## config.mk

```make
export PLATFORM = sky130hd
export DESIGN_NAME = neck_pulse_ctrl
export DESIGN_NICKNAME = d
export VERILOG_FILES = /design/src/rtl/neck_pulse_ctrl.sv
export SDC_FILE = /design/constraint.sdc
export NUM_CORES = 1
export LEC_CHECK = 0
export ABC_CLOCK_PERIOD_IN_PS = 2100
export CORE_ASPECT_RATIO = 0.75
export CORE_MARGIN = 2
export CORE_UTILIZATION = 50
export DETAILED_ROUTE_END_ITERATION = 12
export DONT_BUFFER_PORTS = 1
export PLACE_DENSITY = 0.71
export SYNTH_ARGS = -nofsm -noshare
export SYNTH_HDL_FRONTEND = slang
export SYNTH_SLANG_ARGS = --single-unit
export TNS_END_PERCENT = 5
```

## constraint.sdc

```tcl
create_clock -name clk -period 2.1 [get_ports clk]
set_input_delay 0.105 -clock clk [delete_from_list [all_inputs] [get_ports clk]]
set_output_delay 0.105 -clock clk [all_outputs]
set_load 0.02 [all_outputs]
```

## src/rtl/neck_pulse_ctrl.sv

```systemverilog
// neck_pulse_ctrl: output conditioner downstream of the necking judge.
// It qualifies the raw necking level against CONFIRM_CNT consecutive strobed
// samples. It then issues one PULSE_W-cycle arc-cut pulse, followed by a
// HOLDOFF-cycle blanking window in which necking indications are ignored.
//
// Optional feature macro: NECK_EVENT_CNT_EN
//   defined   -> 16-bit saturating confirmed-event counter on neck_event_cnt
//   undefined -> counter removed, neck_event_cnt tied to zero
//
// Ports:
//   clk            100 MHz system clock
//   rst            synchronous, active-high reset
//   en_ctrl        enables new qualification (never truncates pulse/hold-off)
//   sample_strobe  one-cycle ADC sample strobe
//   necking_in     raw necking level, only considered on strobe cycles
//   arc_cut        registered arc-cut pulse, PULSE_W cycles wide
//   busy           high in CONFIRM, PULSE and HOLDOFF
//   event_flag     one-cycle pulse per confirmed event
//   neck_event_cnt confirmed event count, saturating at 16'hFFFF
module neck_pulse_ctrl #(
   parameter int unsigned CONFIRM_CNT = 4,
   parameter int unsigned PULSE_W     = 100,
   parameter int unsigned HOLDOFF     = 50000
) (
   input  logic        clk,
   input  logic        rst,
   input  logic        en_ctrl,
   input  logic        sample_strobe,
   input  logic        necking_in,
   output logic        arc_cut,
   output logic        busy,
   output logic        event_flag,
   output logic [15:0] neck_event_cnt
);

   localparam int unsigned CNT_W = 8;
   localparam int unsigned TMR_W = 20;
   localparam int unsigned EVT_W = 16;

   localparam logic [CNT_W-1:0] CONFIRM_TGT = CNT_W'(CONFIRM_CNT);
   localparam logic [TMR_W-1:0] PULSE_LAST  = TMR_W'(PULSE_W - 1);
   // HOLD_LAST is only consulted when a hold-off window exists
   localparam logic [TMR_W-1:0] HOLD_LAST   = TMR_W'((HOLDOFF == 0) ? 0 : HOLDOFF - 1);
   localparam bit               HOLD_EN     = (HOLDOFF != 0);

   typedef enum logic [1:0] {
      ST_IDLE    = 2'd0,
      ST_CONFIRM = 2'd1,
      ST_PULSE   = 2'd2,
      ST_HOLDOFF = 2'd3
   } state_t;

   state_t           state_q;
   logic [CNT_W-1:0] cnt_q;
   logic [TMR_W-1:0] timer_q;

   logic             hit_c;
   logic             enter_pulse_c;

   // A strobed sample that shows necking
   assign hit_c = sample_strobe & necking_in;

   // Final qualifying sample: the FSM fires the pulse and the event counter
   // steps on the same edge. en_ctrl low always wins over a qualifying strobe.
   always_comb begin
      enter_pulse_c = 1'b0;
      if (hit_c && en_ctrl) begin
         if (state_q == ST_IDLE)
            enter_pulse_c = (CONFIRM_TGT == CNT_W'(1));
         else if (state_q == ST_CONFIRM)
            enter_pulse_c = ((cnt_q + CNT_W'(1)) == CONFIRM_TGT);
      end
   end

   // Control FSM with registered outputs
   always_ff @(posedge clk) begin
      if (rst) begin
         state_q    <= ST_IDLE;
         cnt_q      <= '0;
         timer_q    <= '0;
         arc_cut    <= 1'b0;
         busy       <= 1'b0;
         event_flag <= 1'b0;
      end else begin
         event_flag <= enter_pulse_c;
         if (enter_pulse_c) begin
            state_q <= ST_PULSE;
            cnt_q   <= '0;
            timer_q <= '0;
            arc_cut <= 1'b1;
            busy    <= 1'b1;
         end else begin
            case (state_q)
               ST_IDLE: begin
                  if (hit_c && en_ctrl) begin
                     state_q <= ST_CONFIRM;
                     cnt_q   <= CNT_W'(1);
                     busy    <= 1'b1;
                  end
               end
               ST_CONFIRM: begin
                  if (!en_ctrl || (sample_strobe && !necking_in)) begin
                     state_q <= ST_IDLE;
                     cnt_q   <= '0;
                     busy    <= 1'b0;
                  end else if (hit_c) begin
                     cnt_q <= cnt_q + CNT_W'(1);
                  end
               end
               ST_PULSE: begin
                  if (timer_q == PULSE_LAST) begin
                     arc_cut <= 1'b0;
                     timer_q <= '0;
                     if (HOLD_EN) begin
                        state_q <= ST_HOLDOFF;
                     end else begin
                        state_q <= ST_IDLE;
                        busy    <= 1'b0;
                     end
                  end else begin
                     timer_q <= timer_q + TMR_W'(1);
                  end
               end
               ST_HOLDOFF: begin
                  // Strobes and necking_in are deliberately ignored here
                  if (timer_q == HOLD_LAST) begin
                     state_q <= ST_IDLE;
                     timer_q <= '0;
                     cnt_q   <= '0;
                     busy    <= 1'b0;
                  end else begin
                     timer_q <= timer_q + TMR_W'(1);
                  end
               end
               default: begin
                  state_q <= ST_IDLE;
                  cnt_q   <= '0;
                  timer_q <= '0;
                  arc_cut <= 1'b0;
                  busy    <= 1'b0;
               end
            endcase
         end
      end
   end

`ifdef NECK_EVENT_CNT_EN
   logic [EVT_W-1:0] evt_cnt_q;

   // Saturating count of confirmed events
   always_ff @(posedge clk) begin
      if (rst)
         evt_cnt_q <= '0;
      else if (enter_pulse_c && (evt_cnt_q != {EVT_W{1'b1}}))
         evt_cnt_q <= evt_cnt_q + EVT_W'(1);
   end

   assign neck_event_cnt = evt_cnt_q;
`else
   assign neck_event_cnt = EVT_W'(0);
`endif

endmodule

```

==> reports/metrics.cfg, run 1 <==
[grt]
grt_pass1_wl_mm = 6.72
overflow = 0
grt_use_total = 0.211
antenna_found_initial = 0
grt_pass1_vias = 1413
grt_max_degree = 17

[job]
cap_violations = 0

[synthesis]
synth_cells = 229
synthFlopType = dfxtp_1
syn_area_per_cell_um2 = 8.06
synth_top_cell_by_area = dfxtp_1
seq_area_frac_synth = 0.358
ys_ff_latch = 33
synth_area_um2 = 1850
yosysWarnings = 0
synth_top_area_frac = 0.358
synth_edf_count = 0
synthArstFlopShare = 0
synthTopCellsByArea = dfxtp_1, buf_4, nor2_1, xor2_1, a21oi_1
ys_types = 48

[timing]
min_period_ns = 2.02
tightest_slew_ns = 0.535
rsz0062_at_grt = yes
setup_viol = 0
fin_crit_sh = 0.962
timing.fmax_mhz = 495
relSlewSlack = 0.644
fin_ws_ns = 0.0802
hold_viol_final = 0
slew_violations = 0
finClkSkew_ns = 0.00670

[setup_path]
timing.rr.end = cnt_q[7]$_SDFFE_PP0P_
r2r_slack_ns = 0.08
reg2reg_depth = 5
worstSetupStartpoint = timer_q[5]$_SDFFE_PP0P_
crit_fanout = 14
cp.arrival_ns = 2.25
critPathRequiredTime_ns = 2.33
criticalPathCategory = flop to flop
r2r_start = timer_q[5]$_SDFFE_PP0P_
slowest_stage = or4_4
crit_chain = or4_4 > nor3_2 > a22oi_2 > or4_4 > a21oi_1
setup.worst_path.start_class = flop
critPathMaxStageDelay_ns = 0.56
cp_common_cell = or4_4
end_kind = flop

[clocking]
path_clk_slew_ns = 0.07
cts_buffer_depth = 2
root_buffer = clkbuf_8
clk_latency_ns = 0.29
post-cts-setup-buffer-count = 0
cts_buffers = 5
htree_levels = 2
tritoncts = built
clock-sinks = 33

[layout]
fill_cells = 330
area_delta_synth_final_pct = 11.5
drive_above_1_share = 0.119
nets = 250
fin_util = 0.573
antenna_cells = 0
final_cells = 296
fin_area_um2 = 2060

[power_and_ir_drop]
power_mw = 1.32
p_per_area_nw_per_um2 = 641
power.leakage_nw = 0.803
ir_worst_vdd_v = 0.000443

[drt]
drtPass1Iterations = 5
via_count = 1612
wl_mm = 3.81
ant_nets = 0
drt_iter0_drc = 107
drc_errors = 0
wire_per_inst_um = 12.9
drt-vias-per-instance = 5.45

[worst_hold_path]
worstHoldEndpoint = state_q[0]$_SDFFE_PP0P_
min_path_cells = 3
hp-start = rst
worst_hold_path_type = input pin to flop

[floorplanning]
io_pins = 24
dieHeight_um = 56.6
die_x_um = 74.2
start_util = 0.514
row_count = 19
design.die.area_um2 = 4200
core-area_um2 = 3590

[placed_design]
portBuffers = 0
dp_cells = 287
pre_cts_ws_ns = 0.118
gp_congestion = 0.835
dp_hpwl_mm = 2.77
place_area_um2 = 1930

[status]
outcome = complete, no violations

==> cell usage after synthesis (4+ instances only) <==
library cell / n
dfxtp_1: 33
nor2_1: 27
nand2_1: 22
a21oi_1: 17
buf_4: 17
nand3_1: 11
xor2_1: 11
nand4_1: 9
nor3_1: 7
o21ai_0: 7
inv_1: 6
clkbuf_1: 4
nor2b_1: 4
or4_1: 4
xnor2_1: 4
==> metal layers <==
metal | routed length (µm) | vias to the layer above | track usage | part of all wire
li1 | - | 809 | - | -
met1 | 1980 | 749 | 0.323 | 0.52
met2 | 1510 | 47 | 0.267 | 0.40
met3 | 231 | 7 | 0.0539 | 0.061
met4 | 85 | 0 | 0.106 | 0.022
met5 | 0 | - | 0 | 0
==> per-stage QoR <==
step                      TNS, ns  hold WS [ns]
after floorplan                 0         0.188
after CTS                       0        0.0268
after detailed placement        0         0.208
final                           0        0.0378
after global placement          0         0.212
after global routing      -0.0582        0.0488
==> cells by family after synthesis <==
| logic type | after synthesis | share of synthesized area |
|---|---|---|
| simple gates | 106 | 0.304 |
| compound gates | 41 | 0.142 |
| flops | 33 | 0.358 |
| buf+inv | 29 | 0.0976 |
| xor+xnor | 15 | 0.0712 |
| fa+ha+maj | 2 | 0.0136 |
| mux | 2 | 0.0108 |
| other cells | 1 | 0.00203 |
==> worst max path at each step <==
stage / cells after the start / endpoint / slack, ns
detailed placement: 5 / cnt_q[7]$_SDFFE_PP0P_ / 0.12
CTS: 5 / cnt_q[6]$_SDFFE_PP0P_ / 0.08
global route: 5 / busy$_SDFFE_PP0P_ / -0.06
floorplan: 6 / cnt_q[4]$_SDFFE_PP0P_ / 0.18
global placement: 5 / cnt_q[7]$_SDFFE_PP0P_ / 0.17
finish: 5 / cnt_q[7]$_SDFFE_PP0P_ / 0.08
==> flip-flops by register name (all words and copies together) (netlist names) <==
register and cells:
arc_cut 1, busy 1, cnt_q 8, event_flag 1, state_q 2, timer_q 20
==> cells in the final DEF (no fill, tap or decap), types with 3 or more instances in the layout <==
cell	n
and3_1	3
a21oi_1	17
xor2_1	11
clkbuf_8	6
xnor2_1	4
nor3_1	7
o21ai_0	7
buf_4	13
or4_1	3
inv_1	6
dfxtp_1	33
nand4_1	9
or3_1	3
nor4_1	3
nor2_1	27
a21o_1	3
nand3_1	11
conb_1	16
nand2_1	22
nor2b_1	4
==> what timing repair did <==
| item | in CTS | in global routing |
|---|---|---|
| setup endpoints to repair | 0 | 6 |
| hold buffers | 1 | 0 |
| endpoints found under the hold margin | 2 | 0 |
| gates resized for setup | 0 | 1 |
==> worst max-delay path: cells and delay by family (launching register included) <==
kind	cells	cell delay (ns)
AOI/OAI and AO/OA	2	0.35
DFF	1	0.34
and+or+nand+nor	3	1.26
==> power by group <==
group / leakage (nW) / internal (mW) / total (mW) / switching [mW]
clock network: 0.0585 / 0.387 / 0.619 / 0.233
registers: 0.266 / 0.628 / 0.630 / 0.00234
logic: 0.479 / 0.0175 / 0.0697 / 0.0523
total: 0.803 / 1.03 / 1.32 / 0.287
==> cell type report <==
class / instances / area [µm²] / area share
multi-input combinational: 182 / 1060 / 0.518
sequential: 33 / 661 / 0.321
timing repair buffer: 15 / 128 / 0.0620
clock buffer: 7 / 86.3 / 0.0420
tap: 52 / 65.1 / 0.0316
clock inverter: 1 / 30.0 / 0.0146
inverter: 6 / 22.5 / 0.0109
No activity file was read; power rests on OpenSTA's default activity.
==> run 2, diff against run 1 <==
==> config.mk (replaced) <==
export PLATFORM = sky130hd
export DESIGN_NAME = neck_pulse_ctrl
export DESIGN_NICKNAME = d
export VERILOG_FILES = /design/src/rtl/neck_pulse_ctrl.sv
export SDC_FILE = /design/constraint.sdc
export NUM_CORES = 1
export LEC_CHECK = 0
export ABC_CLOCK_PERIOD_IN_PS = 2550
export CORE_ASPECT_RATIO = 0.75
export CORE_MARGIN = 2
export CORE_UTILIZATION = 50
export DETAILED_ROUTE_END_ITERATION = 12
export DONT_BUFFER_PORTS = 1
export PLACE_DENSITY = 0.68
export SYNTH_ARGS = -nofsm -noshare
export SYNTH_HDL_FRONTEND = slang
export SYNTH_SLANG_ARGS = --single-unit
export TNS_END_PERCENT = 50
==> constraint.sdc (replaced) <==
create_clock -name clk -period 2.55 [get_ports clk]
set_input_delay 0.1275 -clock clk [delete_from_list [all_inputs] [get_ports clk]]
set_output_delay 0.1275 -clock clk [all_outputs]
set_load 0.02 [all_outputs]
==> reports/metrics.cfg, run 2 (synthesis results as in run 1) <==
[placed_design]
dp_hpwl_mm = 2.69  ; -2.9%
gp_congestion = 0.868  ; +4.0%
place_area_um2 = 1850  ; -4.2%
portBuffers = 0  ; unchanged

[power_and_ir_drop]
seqPwrFrac = 0.556  ; +0.078
netSwitchingFraction = 0.242  ; +0.0247
internal-power_uw = 708  ; -31%
power_switching_uw = 227  ; -21%
p_clk_frac = 0.387  ; -0.082
power.leakage_nw = 0.733  ; -8.7%
ir_worst_vdd_v = 0.000233  ; -47%
p_per_area_nw_per_um2 = 484  ; -25%
p_comb_frac = 0.057  ; +0.004

[setup_path]
critPathRequiredTime_ns = 2.72  ; +0.39 ns
r2r_slack_ns = 0.46  ; +0.38 ns
cp.arrival_ns = 2.26  ; about the same
r2r_start = timer_q[5]$_SDFFE_PP0P_
crit_fanout = 16  ; +2
setup.worst_path.start_class = flop
end_kind = flop
criticalPathCategory = flop to flop
worstSetupStartpoint = timer_q[5]$_SDFFE_PP0P_

[layout]
antenna_cells = 0  ; unchanged
drive_above_1_share = 0.0773  ; -0.0416
area_delta_synth_final_pct = 4.61
largest_register_ff_count = 20  ; unchanged
reg_top3 = timer_q: 20 flops, cnt_q: 8 flops, state_q: 2 flops
fill_cells = 352  ; +6.7%
largest-register = timer_q
final_common_cell = dfxtp_1
fin_area_um2 = 1930  ; -6.1%
nets = 241  ; -3.6%
final_cell_mix = dfxtp_1, nor2_1, nand2_1

[drt]
ant_nets = 0  ; unchanged
drt_iter0_drc = 106  ; -0.93%
drc_errors = 0  ; unchanged
drtPass1Iterations = 4  ; -1
wire_per_inst_um = 13.3  ; +3.2%
drt-vias-per-instance = 5.42  ; -0.52%
wl_mm = 3.78  ; -0.68%
via_count = 1544  ; -4.2%

[grt]
met2_usage = 0.256  ; -0.0102
overflow = 0  ; unchanged
use_met1 = 0.313  ; -0.00959
top_usage_layer = met1
grt_pass1_wl_mm = 6.47  ; -3.8%
antenna_found_initial = 0  ; unchanged
grt_max_degree = 17  ; unchanged
grt_util_met3 = 0.0575  ; +0.00359
grt_pass1_vias = 1372  ; -2.9%
grt_use_total = 0.205  ; -0.00633

[timing]
hold_viol_final = 0  ; unchanged
timing.fmax_mhz = 479  ; -3.3%
tightest_slew_ns = 0.914  ; +0.379 ns
min_period_ns = 2.09  ; +0.0685 ns
rsz0062_at_grt = no
finClkSkew_ns = 0.00939  ; +0.00269 ns
fin_crit_sh = 0.819  ; -0.143
slew_violations = 0  ; unchanged
tns_ns = 0  ; unchanged
setup_viol = 0  ; unchanged
relSlewSlack = 0.390  ; -0.254

[clocking]
cts_buffers = 5  ; unchanged
path_clk_slew_ns = 0.07  ; about the same
clk_latency_ns = 0.28  ; about the same
cts_buffer_depth = 2  ; unchanged
tritoncts = built
root_buffer = clkbuf_8
ctsResizeCount = 0  ; unchanged
htree_levels = 2  ; unchanged
clock-sinks = 33  ; unchanged

[status]
outcome = complete, no violations

[floorplanning]
row_count = 19  ; unchanged
start_util = 0.514  ; unchanged
design.die.area_um2 = 4200  ; unchanged
die_x_um = 74.2  ; unchanged
io_pins = 24  ; unchanged
dieHeight_um = 56.6  ; unchanged
core-area_um2 = 3590  ; unchanged

[worst_hold_path]
hp-start = rst
worst_hold_path_type = input pin to flop

[job]
cap_violations = 0  ; unchanged

run 2: metal layers:
metal  up-vias  wire length, µm
met1       710             2030
li1        785                -
met5         -                0
met3         4              252
met2        45             1450
met4         0               52
run 2: power by group through the flow:
stage               Combinational [mW]  Clock (mW)  Sequential [mW]
floorplan                       0.0650           0            0.531
global placement                0.0513           0            0.531
detailed placement              0.0509           0            0.531
CTS                             0.0523       0.374            0.520
global route                    0.0590       0.394            0.520
finish                          0.0531       0.362            0.520
run 2: through the flow:
step,util,total power [mW],std cells,setup WS [ns],hold slack (ns)
floorplan,-,0.596,244,0.630,0.211
global placement,0.514,0.583,278,0.521,0.222
detailed placement,0.514,0.582,278,0.498,0.222
CTS,0.538,0.946,285,0.488,0.0252
global route,0.538,0.973,285,0.301,0.0574
finish,0.538,0.935,285,0.462,0.0382
run 2: layout make-up:
cell class              count  area (µm²)  share of cell area
multi-input cells         182        1060               0.550
flip-flops and latches     33         661               0.342
clock buffers               5        68.8              0.0356
well taps                  52        65.1              0.0337
repair buffers              6        47.5              0.0246
inverters                   6        22.5              0.0117
clock inverters             1        5.00             0.00259
run 2: what timing repair did:
| item | 4_1_cts | 5_1_grt |
|---|---|---|
| setup buffers | 0 | 0 |
| endpoints found under the hold margin | 1 | 0 |
| hold buffers | 1 | 0 |
run 2: path summary, 6_finish.rpt:
| kind | endpoint | cells past startpoint |
|---|---|---|
| worst max-delay path | timer_q[5]$_SDFFE_PP0P_ | 6 |
| worst min-delay path | event_flag$_SDFF_PP0_ | 3 |
| worst max register to register | timer_q[5]$_SDFFE_PP0P_ | 6 |
| worst min register to register | timer_q[0]$_SDFFE_PP0P_ | 2 |
run 2: worst max-delay path, stage by stage, from the launching register on:
cell,delay (ns)
dfxtp_1,0.35
or4_4,0.55
nor3_1,0.36
o2bb2ai_1,0.26
a21o_1,0.17
buf_4,0.20
nor2_1,0.08
==> run 3, diff against run 2 <==
--- a/config.mk
+++ b/config.mk
@@ -5,13 +5,13 @@
 export SDC_FILE = /design/constraint.sdc
 export NUM_CORES = 1
 export LEC_CHECK = 0
-export ABC_CLOCK_PERIOD_IN_PS = 2550
+export ABC_CLOCK_PERIOD_IN_PS = 1700
 export CORE_ASPECT_RATIO = 0.75
 export CORE_MARGIN = 2
 export CORE_UTILIZATION = 50
 export DETAILED_ROUTE_END_ITERATION = 12
 export DONT_BUFFER_PORTS = 1
-export PLACE_DENSITY = 0.68
+export PLACE_DENSITY = 0.71
 export SYNTH_ARGS = -nofsm -noshare
 export SYNTH_HDL_FRONTEND = slang
 export SYNTH_SLANG_ARGS = --single-unit
==> constraint.sdc (replaced) <==
create_clock -name clk -period 1.7 [get_ports clk]
set_input_delay 0.085 -clock clk [delete_from_list [all_inputs] [get_ports clk]]
set_output_delay 0.085 -clock clk [all_outputs]
set_load 0.02 [all_outputs]
==> reports/metrics.cfg, run 3 (synthesis results as in run 1) <==
[floorplanning]
dieHeight_um = 56.6  ; unchanged
row_count = 19  ; unchanged
die_x_um = 74.2  ; unchanged
design.die.area_um2 = 4200  ; unchanged
core-area_um2 = 3590  ; unchanged
io_pins = 24  ; unchanged
start_util = 0.514  ; unchanged

[timing]
rsz0062_at_grt = yes
slew_violations = 0  ; unchanged
min_period_ns = 1.91  ; -0.182 ns
finClkSkew_ns = 0.00512  ; -0.00427 ns
timing.fmax_mhz = 525  ; +9.5%
tns_ns = -3.74  ; -3.74 ns
hold_viol_final = 0  ; unchanged
hold_slack_ns = 0.0467  ; +0.00853 ns
setup_viol = 30  ; +30
fin_crit_sh = 1.12  ; +0.303
fin_ws_ns = -0.207  ; -0.668 ns

[drt]
via_count = 1728  ; +12%
wl_mm = 4.45  ; +18%
drtPass1Iterations = 4  ; unchanged
drt-vias-per-instance = 5.32  ; -1.9%
drc_errors = 0  ; unchanged
drt_iter0_drc = 136  ; +28%
wire_per_inst_um = 13.7  ; +3.2%
ant_nets = 0  ; unchanged

[clocking]
path_clk_slew_ns = 0.07  ; about the same
root_buffer = clkbuf_8
tritoncts = built
clock-sinks = 33  ; unchanged
htree_levels = 2  ; unchanged
cts_buffer_depth = 2  ; unchanged
clk_latency_ns = 0.28  ; about the same
cts_buffers = 5  ; unchanged

[setup_path]
timing.rr.end = busy$_SDFFE_PP0P_
crit_end = busy$_SDFFE_PP0P_
r2r_start = timer_q[5]$_SDFFE_PP0P_
slowest_stage = or4_4
reg2reg_depth = 7  ; +1
cp.arrival_ns = 2.06  ; -0.20 ns
critPathRequiredTime_ns = 1.85  ; -0.87 ns
r2r_slack_ns = -0.21  ; -0.67 ns
setup.worst_path.start_class = flop
worstSetupStartpoint = timer_q[5]$_SDFFE_PP0P_
criticalPathCategory = flop to flop
crit_chain = or4_4 > buf_4 > nor3_4 > buf_4 > nand3_4 > a221oi_2 > a2111oi_2
cp_common_cell = buf_4
end_kind = flop
crit_fanout = 3  ; -13
critPathMaxStageDelay_ns = 0.55  ; about the same

[placed_design]
dp_hpwl_mm = 3.02  ; +12%
portBuffers = 0  ; unchanged
gp_congestion = 0.810  ; -6.7%

[worst_hold_path]
worst_hold_path_type = input pin to flop
min_path_cells = 3  ; unchanged

[layout]
fill_cells = 289  ; -18%
drive_above_1_share = 0.286  ; +0.208
reg_top3 = timer_q: 20 flops, cnt_q: 8 flops, state_q: 2 flops
area_delta_synth_final_pct = 29.4
final_common_cell = buf_4
antenna_cells = 0  ; unchanged
nets = 280  ; +16%
largest-register = timer_q
final_cell_mix = buf_4, dfxtp_1, nor2_1
largest_register_ff_count = 20  ; unchanged

[grt]
grt_use_total = 0.217  ; +0.0127
overflow = 0  ; unchanged
grt_pass1_vias = 1549  ; +13%
grt_max_degree = 17  ; unchanged
antenna_found_initial = 0  ; unchanged
grt_pass1_wl_mm = 7.04  ; +9.0%

[status]
outcome = finished, violations left
violations = setup timing

[job]
cap_violations = 0  ; unchanged

[power_and_ir_drop]
ir_worst_vdd_v = 0.000370  ; +59%
power.leakage_nw = 0.969  ; +32%
p_per_area_nw_per_um2 = 615  ; +27%

## run 3: cell types whose count changed in the layout (fill, tap and decap cells not counted), moves of 2 or more
cell	previous run	this run
nor3_1	7	5
buf_4	5	41
buf_12	0	2
a21oi_2	0	5
dfxtp_1	33	28
nor3_4	0	2
dfxtp_2	0	5
a21oi_1	17	12
## run 3: worst max-delay path: cells and delay by family (launching register included)
kind / cells / cell delay [ns]
AND/OR/NAND/NOR: 3 / 0.79
AO/OA/AOI/OAI: 2 / 0.35
flip-flops: 1 / 0.32
buffers and inverters: 2 / 0.32
## run 3: how the worst min path moves through the flow
stage                     startpoint                       to  slack [ns]
after CTS                        rst  state_q[0]$_SDFFE_PP0P_        0.02
after global placement           rst        busy$_SDFFE_PP0P_        0.18
after floorplan                  rst        busy$_SDFFE_PP0P_        0.17
after detailed placement         rst        busy$_SDFFE_PP0P_        0.18
after global routing             rst  state_q[0]$_SDFFE_PP0P_        0.02
final                            rst  state_q[0]$_SDFFE_PP0P_        0.05
## run 3: timing repair
action	4_1_cts	5_1_grt
hold endpoints to repair	2	0
buffers inserted	2	2
hold buffers	1	0
pin swaps	12	10
gates cloned	1	0
resized for setup	5	23
setup endpoints to repair	29	32
## run 3: area by class of cell
type / instances / area [µm²] / share of cell area
repair buffers: 44 / 358 / 0.150
inverters: 6 / 22.5 / 0.00943
clock buffers: 7 / 86.3 / 0.0361
flip-flops and latches: 33 / 667 / 0.279
multi-input cells: 183 / 1190 / 0.498
well taps: 52 / 65.1 / 0.0272
## run 3: routing by layer
| metal | vias to the layer above | part of all wire | global-route usage |
|---|---|---|---|
| met4 | 0 | 0.0081 | 0.0675 |
| met1 | 804 | 0.50 | 0.326 |
| li1 | 868 | - | - |
| met2 | 51 | 0.43 | 0.302 |
| met3 | 5 | 0.062 | 0.0557 |
| met5 | - | 0 | 0 |
## run 3: metrics by stage
step / instance area [µm²] / power (mW) / util / worst slack [ns] / std cells
6_report: 2390 / 1.47 / 0.665 / -0.207 / 325
3_3_place_gp: 2130 / 0.884 / 0.595 / -0.238 / 312
2_1_floorplan: 1910 / 0.894 / - / -0.201 / 244
4_1_cts: 2280 / 1.47 / 0.634 / -0.140 / 323
5_1_grt: 2390 / 1.52 / 0.665 / -0.270 / 325
3_5_place_dp: 2130 / 0.885 / 0.595 / -0.259 / 312
## run 3: power breakdown
part	internal, mW	switching [mW]
Clock	0.321	0.263
Combinational	0.0301	0.0755
Sequential	0.777	0.00345
